<file path="src/rtl/csr_pkg.sv">
// Shared CSR definitions: machine-mode CSR addresses, Zicsr op encodings,
// mstatus bit positions and the controller state encoding.
package csr_pkg;

    localparam logic [11:0] CSR_MSTATUS = 12'h300;
    localparam logic [11:0] CSR_MEPC    = 12'h341;
    localparam logic [11:0] CSR_MCAUSE  = 12'h342;
    localparam logic [11:0] CSR_MTVAL   = 12'h343;

    localparam int MSTATUS_MIE    = 3;
    localparam int MSTATUS_MPIE   = 7;
    localparam int MSTATUS_MPP_HI = 12;
    localparam int MSTATUS_MPP_LO = 11;

    typedef enum logic [1:0] {
        OP_RD = 2'b00,
        OP_RW = 2'b01,
        OP_RS = 2'b10,
        OP_RC = 2'b11
    } csr_op_e;

    typedef enum logic [3:0] {
        S_IDLE,
        S_I_RD,
        S_I_WAIT,
        S_I_WR,
        S_T_EPC,
        S_T_CAUSE,
        S_T_TVAL,
        S_T_ST_RD,
        S_T_ST_WAIT,
        S_T_ST_WR
    } ctrl_state_e;

endpackage

</file>
<file path="src/rtl/csr_rmw_alu.sv">
// Combinational new-value compute: Zicsr RW/RS/RC result and the
// mstatus update applied on trap entry.
module csr_rmw_alu
    import csr_pkg::*;
#(
    parameter int         DATA_W    = 32,
    parameter logic [1:0] MPP_VALUE = 2'b11
) (
    input  csr_op_e           i_op,
    input  logic [DATA_W-1:0] i_old,
    input  logic [DATA_W-1:0] i_wdata,
    output logic [DATA_W-1:0] o_new,
    output logic [DATA_W-1:0] o_mstatus
);

    always_comb begin
        o_new = i_old;
        case (i_op)
            OP_RW:   o_new = i_wdata;
            OP_RS:   o_new = i_old | i_wdata;
            OP_RC:   o_new = i_old & ~i_wdata;
            default: o_new = i_old;
        endcase
    end

    // Trap entry stacks MIE into MPIE, disables interrupts and records the previous privilege.
    always_comb begin
        o_mstatus                                = i_old;
        o_mstatus[MSTATUS_MPIE]                  = i_old[MSTATUS_MIE];
        o_mstatus[MSTATUS_MIE]                   = 1'b0;
        o_mstatus[MSTATUS_MPP_HI:MSTATUS_MPP_LO] = MPP_VALUE;
    end

endmodule

</file>
<file path="src/rtl/csr_access_ctrl.sv">
// Single-port CSR access sequencer: Zicsr read-modify-write and trap entry writes.
// Optional read-only write check enabled by defining CSR_RO_CHECK_EN.
module csr_access_ctrl
    import csr_pkg::*;
#(
    parameter int         DATA_W    = 32,
    parameter int         ADDR_W    = 12,
    parameter logic [1:0] MPP_VALUE = 2'b11
) (
    input  logic              clk,
    input  logic              rst_n,
    input  logic              req_valid,
    output logic              req_ready,
    input  logic [1:0]        req_op,
    input  logic [ADDR_W-1:0] req_addr,
    input  logic [DATA_W-1:0] req_wdata,
    input  logic              req_wr_en,
    output logic              rsp_valid,
    output logic [DATA_W-1:0] rsp_rdata,
    output logic              rsp_illegal,
    input  logic              trap_valid,
    input  logic [DATA_W-1:0] trap_pc,
    input  logic [DATA_W-1:0] trap_cause,
    input  logic [DATA_W-1:0] trap_tval,
    output logic              trap_done,
    output logic [ADDR_W-1:0] csr_addr,
    input  logic [DATA_W-1:0] csr_rdata,
    output logic              csr_we,
    output logic [DATA_W-1:0] csr_wdata
);

    localparam logic [ADDR_W-1:0] A_MSTATUS = ADDR_W'(CSR_MSTATUS);
    localparam logic [ADDR_W-1:0] A_MEPC    = ADDR_W'(CSR_MEPC);
    localparam logic [ADDR_W-1:0] A_MCAUSE  = ADDR_W'(CSR_MCAUSE);
    localparam logic [ADDR_W-1:0] A_MTVAL   = ADDR_W'(CSR_MTVAL);

    ctrl_state_e       r_state;
    ctrl_state_e       w_next;
    csr_op_e           r_op;
    logic [ADDR_W-1:0] r_addr;
    logic [DATA_W-1:0] r_wdata;
    logic              r_wr_en;
    logic [DATA_W-1:0] r_old;

    logic              w_accept;
    logic              w_eff_wr;
    logic              w_illegal;
    logic [DATA_W-1:0] w_new;
    logic [DATA_W-1:0] w_mstatus;

    // Handshake: a request transfers on the rising edge where req_valid && req_ready;
    // the requester holds its fields stable until then, and trap entry blocks acceptance.
    assign req_ready = (r_state == S_IDLE) && !trap_valid;
    assign w_accept  = req_valid && req_ready;
    assign w_eff_wr  = r_wr_en && (r_op != OP_RD);

`ifdef CSR_RO_CHECK_EN
    assign w_illegal = (r_addr[ADDR_W-1 -: 2] == 2'b11) && w_eff_wr;
`else
    assign w_illegal = 1'b0;
`endif

    csr_rmw_alu #(
        .DATA_W    (DATA_W),
        .MPP_VALUE (MPP_VALUE)
    ) u_alu (
        .i_op      (r_op),
        .i_old     (r_old),
        .i_wdata   (r_wdata),
        .o_new     (w_new),
        .o_mstatus (w_mstatus)
    );

    always_ff @(posedge clk or negedge rst_n) begin
        if (!rst_n) begin
            r_state <= S_IDLE;
            r_op    <= OP_RD;
            r_addr  <= '0;
            r_wdata <= '0;
            r_wr_en <= 1'b0;
            r_old   <= '0;
        end else begin
            r_state <= w_next;
            if (w_accept) begin
                r_op    <= csr_op_e'(req_op);
                r_addr  <= req_addr;
                r_wdata <= req_wdata;
                r_wr_en <= req_wr_en;
            end
            if (r_state == S_I_WAIT || r_state == S_T_ST_WAIT) begin
                r_old <= csr_rdata;
            end
        end
    end

    always_comb begin
        w_next = r_state;
        case (r_state)
            S_IDLE: begin
                if (trap_valid) begin
                    w_next = S_T_EPC;
                end else if (req_valid) begin
                    w_next = S_I_RD;
                end
            end
            S_I_RD:      w_next = S_I_WAIT;
            S_I_WAIT:    w_next = S_I_WR;
            S_I_WR:      w_next = S_IDLE;
            S_T_EPC:     w_next = S_T_CAUSE;
            S_T_CAUSE:   w_next = S_T_TVAL;
            S_T_TVAL:    w_next = S_T_ST_RD;
            S_T_ST_RD:   w_next = S_T_ST_WAIT;
            S_T_ST_WAIT: w_next = S_T_ST_WR;
            S_T_ST_WR:   w_next = S_IDLE;
            default:     w_next = S_IDLE;
        endcase
    end

    always_comb begin
        rsp_valid   = 1'b0;
        rsp_rdata   = '0;
        rsp_illegal = 1'b0;
        trap_done   = 1'b0;
        csr_addr    = '0;
        csr_we      = 1'b0;
        csr_wdata   = '0;
        case (r_state)
            S_I_RD, S_I_WAIT: begin
                csr_addr = r_addr;
            end
            S_I_WR: begin
                csr_addr    = r_addr;
                csr_wdata   = w_new;
                csr_we      = w_eff_wr && !w_illegal;
                rsp_valid   = 1'b1;
                rsp_rdata   = r_old;
                rsp_illegal = w_illegal;
            end
            S_T_EPC: begin
                csr_addr  = A_MEPC;
                csr_we    = 1'b1;
                csr_wdata = trap_pc & ~DATA_W'(3);
            end
            S_T_CAUSE: begin
                csr_addr  = A_MCAUSE;
                csr_we    = 1'b1;
                csr_wdata = trap_cause;
            end
            S_T_TVAL: begin
                csr_addr  = A_MTVAL;
                csr_we    = 1'b1;
                csr_wdata = trap_tval;
            end
            S_T_ST_RD, S_T_ST_WAIT: begin
                csr_addr = A_MSTATUS;
            end
            S_T_ST_WR: begin
                csr_addr  = A_MSTATUS;
                csr_we    = 1'b1;
                csr_wdata = w_mstatus;
                trap_done = 1'b1;
            end
            default: begin
                csr_addr = '0;
            end
        endcase
    end

endmodule

</file>
<file path="config.mk">
export PLATFORM = sky130hd
export DESIGN_NAME = csr_access_ctrl
export DESIGN_NICKNAME = d
export VERILOG_FILES = /design/src/rtl/csr_pkg.sv /design/src/rtl/csr_rmw_alu.sv /design/src/rtl/csr_access_ctrl.sv
export SDC_FILE = /design/constraint.sdc
export NUM_CORES = 1
export LEC_CHECK = 0
export BUFFER_PORTS_ARGS = -buffer_cell sky130_fd_sc_hd__clkbuf_2
export CAP_MARGIN = 20
export CORE_AREA = 2 2 112 124
export CTS_BUF_LIST = sky130_fd_sc_hd__clkbuf_8
export CTS_CLUSTER_DIAMETER = 60
export CTS_CLUSTER_SIZE = 40
export DETAILED_ROUTE_END_ITERATION = 6
export DIE_AREA = 0 0 114 126
export PLACE_DENSITY = 0.75
export SYNTH_ARGS = -nofsm -noshare
export SYNTH_HDL_FRONTEND = slang
export SYNTH_SLANG_ARGS = --single-unit
</file>
<file path="constraint.sdc">
create_clock -name clk -period 1.5 [get_ports clk]
set_input_delay 0.075 -clock clk [delete_from_list [all_inputs] [get_ports clk]]
set_output_delay 0.075 -clock clk [all_outputs]
set_load 0.01 [all_outputs]
</file>
After elaboration in Yosys (flattened, before gate mapping)

Cells that the tools add are included.
Widths: inputs -> output; s select.

Bits in registers: 83
Output and inout port bits: 81

Equal/unequal tests: 13
Muxes and demuxes: 10
Bitwise gates (word level): 3
Reductions and logical operators: 10

Operators with widths:

| cell               | count |
|---|---|
| $pmux 32 s5        | 1 |
| $pmux 32 s3        | 1 |
| $pmux 12 s5        | 1 |
| $and 32x32->32     | 1 |
| $mux 32            | 1 |
| $not 32->32        | 1 |
| $or 32x32->32      | 1 |
| $pmux 4 s8         | 1 |
| $eq 4x3->1 const B | 4 |
| $eq 4x2->1 const B | 2 |
| $eq 4x4->1 const B | 2 |
| $mux 4             | 2 |
| $reduce_or 3->1    | 2 |
| $eq 2x2->1 const B | 2 |
| $eq 4x1->1 const B | 1 |
| $logic_not 4->1    | 1 |
| $reduce_or 4->1    | 1 |
| $logic_and 1x1->1  | 3 |
| $ne 3x3->1 const B | 1 |
| $eq 2x1->1 const B | 1 |
| $mux 1             | 2 |
| $pmux 1 s2         | 1 |
| $reduce_bool 2->1  | 1 |
| $logic_not 1->1    | 1 |
| $logic_or 1x1->1   | 1 |

Longest topological paths before layout

Depth in word-level cells: 4
Depth in mapped cells: 7

Modules after synthesis

From an unflattened synthesis, not the netlist that was laid out.

Cell total of the unflattened synthesis: 628
Area, all modules: 6,152.2 um^2

By module, submodules not included:

| module          | instances | cells each | area an instance (um^2) | seq. area each (um^2) |
|---|---|---|---|---|
| csr_access_ctrl | 1         | 452        | 4,976.0                 | 2,077.0 |
| csr_rmw_alu     | 1         | 176        | 1,176.1                 | 0.0 |

Worst setup path before layout

OpenSTA, ideal clock, no wires.

Kind: register to output
Start point: register r_state[0]
End point: output port req_ready
Arrival: 1,521 ps
Required time: 1,425 ps
Setup slack: -96 ps
Stages on the path, launching flop included: 6
Path through: dfrtp_1 > clkbuf_2 > buf_2 > or2_2 > clkbuf_1 > nor4_1

Word-level cells in the longest chain between the ends: 2

RTL lines:

| item                   | line                  | RTL |
|---|---|---|
| from (decl)            | csr_access_ctrl.sv:37 | `ctrl_state_e r_state;` |
| from (signal assigned) | csr_access_ctrl.sv:83 | `r_state <= w_next;` |
| $logic_not 4->1        | csr_access_ctrl.sv:53 | `assign req_ready = (r_state == S_IDLE) && !trap_valid;` |
| $logic_and 1x1->1      | csr_access_ctrl.sv:53 |  |
| to (decl)              | csr_access_ctrl.sv:13 | `output logic req_ready,` |

No other way between the ends.

Worst setup path after layout

Start point: register r_state[0]
End point: output port csr_wdata[23]

Word-level cells in the longest chain between the ends: 2

RTL lines:

| item                               | line                   | RTL |
|---|---|---|
| $eq 4x4->1 (tied with other cells) | csr_access_ctrl.sv:127 | `case (r_state)` |
| $pmux 32 s5 (*)                    | csr_access_ctrl.sv:127 |  |
| to (decl)                          | csr_access_ctrl.sv:29  | `output logic [DATA_W-1:0] csr_wdata` |

Every way passes the cells marked *; elsewhere a longest branch is shown, timed or not.

==> parameters.txt <==
Parameter                              Value

Clock network
  Clock Pin Slew Worst Setup and Hold Paths    around 0.090 ns
  Maximum buffer depth of the clock tree    2
  CTS sink cnt    83
  CTS tree    built
  Insertion delay of the later-clocked pin in the worst-skew pair    0.38 ns
  Number of H-tree levels    3
  Number of CTS-inserted buffers    9
  Root Driver    sky130_fd_sc_hd__clkbuf_8

Power and ir drop
  Lkg Pwr    4.40 nW
  Flop pwr share    24.7%
  Logic gate share of total power    between 60% and 70%
  Clock Power Share    10.1%
  Switching share of power    41.8%
  Worst-case vdd ir drop    1.14 mV
  Internal portion of total power    0.0109 W
  Switching pwr    around 0.008 W
  PwrDens    ~2000 nW/um2

Synthesis
  Synth Instances    572
  Count of yosys warnings during synthesis    0
  Cell types occupying the most area after synthesis    sky130_fd_sc_hd__dfrtp_1 37%, sky130_fd_sc_hd__mux2_2 15%, sky130_fd_sc_hd__mux2_4 8.0%
  Post-synthesis sequential element count    just over 80
  Async S/R FF share, synth    100%
  Sequential element share of the synthesized area    36.7%
  Library cell with the largest summed area after synthesis    sky130_fd_sc_hd__dfrtp_1
  Post-synth EDFFs    0
  Primary FF master, synth    sky130_fd_sc_hd__dfrtp_1
  Area share of the largest cell type after synthesis    a little under two fifths
  Cell Area, Synth    5660 um2
  Number of library cell types mapped by synthesis    42
  Net count after synthesis    751
  Synthesized area per cell    9.89 um2

Setup path
  Data required time at the worst endpoint    1.42 ns
  Cell mode on critical path    sky130_fd_sc_hd__buf_6
  Critical-path cell with the highest stage delay    sky130_fd_sc_hd__dfrtp_1
  Crit Path Category    reg -> out
  Series of cell instances along the critical path    buf_6 > buf_6 > clkinvlp_4 > buf_6 > a211o_1 > a32oi_1 > o21ai_1 > clkbuf_2
  Critical Path Sink Type    output port
  Top delay family on crit path    buffers and inverters
  Total buffers and inverters traversed by the critical path    5
  Critical-path maximum fanout    7
  Data arrival time of the critical path    a little over 2 ns
  Worst Setup Start Kind    flip-flop
  Largest stage delay, worst path    ~0.4 ns

Route
  Detailed-route wire length per cell    19.8 um
  Total DRC errors in the routed layout    0
  Total wire length after detailed routing    ~22 mm
  Initial detailed-routing violation count    395
  Post-detailed-route count of antenna-violating nets    0
  Vias    between 6000 and 7000
  Number of detailed-route iterations in the first pass    5
  Mean number of vias per cell    5.62

Floorplan
  Placeable core area    13100 um2
  Die outline height    126 um
  Die area    14400 um2
  Number of placed I/O pins    260
  Row count    44
  Width of the chip    114 um
  Starting utilization of the core area    between 40% and 50%

Finish
  Final core area utilization    69.5%
  Most common cell after layout, fill and taps aside    sky130_fd_sc_hd__clkbuf_2
  Area Growth Syn to Fin    60.8%
  Count of filler cells inserted in the layout    just under 1000
  Fraction of layout instances using a drive strength above 1    52.8%
  ANT cells    0
  Number of nets in the final layout    about 1100
  Final cell count without fillers    1110
  Most used cells in the layout excluding fill and tap cells    235 x sky130_fd_sc_hd__clkbuf_2, 80 x sky130_fd_sc_hd__dlygate4sd3_1, 80 x sky130_fd_sc_hd__dfrtp_1

Flow run
  Number of maximum-capacitance violations    0

Global route
  Largest net degree at the start of global routing    32
  First-pass GRT wire length    roughly 33 mm
  Number of antenna violations at the first check in global routing    0
  Total congestion overflow    0
  Number of global-route vias before repair    between 6000 and 7000
  Gr usage total    30.0%

Timing
  Hold violation total from the final report    0
  Setup ws final    -0.638 ns
  Period utilization    143%
  Number of slew-limit violations in the final report    0
  Fmax    0.468 GHz
  Setup repair after global routing missed its margin    yes
  Layout Skew    0.00839 ns
  Total of endpoints with negative setup slack in the final report    157
  Post-layout minimum cycle time    approximately 2.1 ns
  Sum of negative setup slack    -47.56 ns

Hold path
  Class of the tightest hold or removal check    in -> async

Place
  Final estimated routing congestion in global placement    0.858
  Count of input and output buffers    approximately 260
  DPL Wire Length    14.1 mm
  Placed cell count    995

Outcome
  Outcome    complete, but fails checks
  Violations in the final reports    setup timing
-- metal layers --
layer	track usage (%)	share of wire (%)
met1	33.8	38
met3	6.74	6.8
met5	0	0
met2	52.2	50
met4	16.4	5.4
-- final timing paths --
kind	start	endpoint	slack, ns	cells after the start
worst max register to register	r_state[0]	r_old[19]	-0.32	6
max in group asynchronous	rst_n	r_wdata[5]	0.81	3
worst min-delay path	rst_n	r_wdata[31]	0.11	2
worst min register to register	r_addr[10]	r_addr[10]	0.52	1
min in group clk	trap_valid	r_state[2]	0.18	4
worst max-delay path	r_state[0]	csr_wdata[23]	-0.64	8
-- logic make-up (layout without fill, tap and decap cells) --
| logic type | Yosys count | after routing | synth area share [%] |
|---|---|---|---|
| XOR/XNOR | 2 | 2 | 0.310 |
| other | 1 | 1 | 0.0663 |
| flip-flops | 83 | 83 | 36.7 |
| multiplexers | 131 | 131 | 27.6 |
| AND/OR/NAND/NOR | 112 | 112 | 10.4 |
| AO/OA/AOI/OAI | 180 | 180 | 19.8 |
| buffers and inverters | 63 | 440 | 5.09 |
-- registers in the layout, summed over array words and instances, names as in the netlist --
name and count:
r_addr 12, r_wdata 32, r_op 2, r_state 4
r_wr_en 1, r_old 32
-- timing repair --
action,in CTS,in global routing
hold buffers,80,0
endpoints found under the hold margin,162,0
buffers inserted,13,4
pin swaps,19,12
gates cloned,6,0
resized for setup,73,45
endpoints found under the setup margin,160,161
-- power by group through the flow --
stage	combinational [W]	sequential, W	clock [W]
2_1_floorplan	0.00670	0.00413	0
3_3_place_gp	0.0100	0.00447	0
3_5_place_dp	0.0102	0.00453	0
4_1_cts	0.0118	0.00452	0.00192
5_1_grt	0.0129	0.00476	0.00203
6_report	0.0122	0.00461	0.00188
-- synthesized netlist by cell type, drive strengths merged, types with 2 or more instances --
library cell  number
and3               7
mux2i             21
nor4               2
nor2               7
inv               10
nand2             37
a22o               2
mux2             110
a32oi              9
nand2b             3
o22a              19
and2              42
a22oi             20
a211o              9
nor2b              6
o21ai            101
o22ai              3
nor3               3
dfrtp             83
xnor2              2
buf               23
clkbuf            30
or2                2
a21oi             11
-- layout make-up --
type | instances | area, um2 | share of cell area (%)
multi-input combinational | 426 | 3530 | 38.8
timing repair buffer | 414 | 3020 | 33.2
sequential | 83 | 2080 | 22.9
tap | 161 | 201 | 2.21
clock buffer | 9 | 124 | 1.36
clock inverter | 7 | 101 | 1.11
inverter | 10 | 41.3 | 0.454
-- stage by stage --
step / worst slack, ns / area, um2 / power [W] / hold WS [ns]
final: -0.638 / 9100 / 0.0187 / 0.106
after global routing: -0.707 / 9100 / 0.0197 / 0.104
after CTS: -0.583 / 9040 / 0.0182 / 0.0900
after detailed placement: -0.171 / 7510 / 0.0148 / -0.0323
after global placement: -0.141 / 7510 / 0.0145 / -0.0339
after floorplan: -0.0584 / 5690 / 0.0108 / -0.221
No activity file was read; power rests on OpenSTA's default activity.
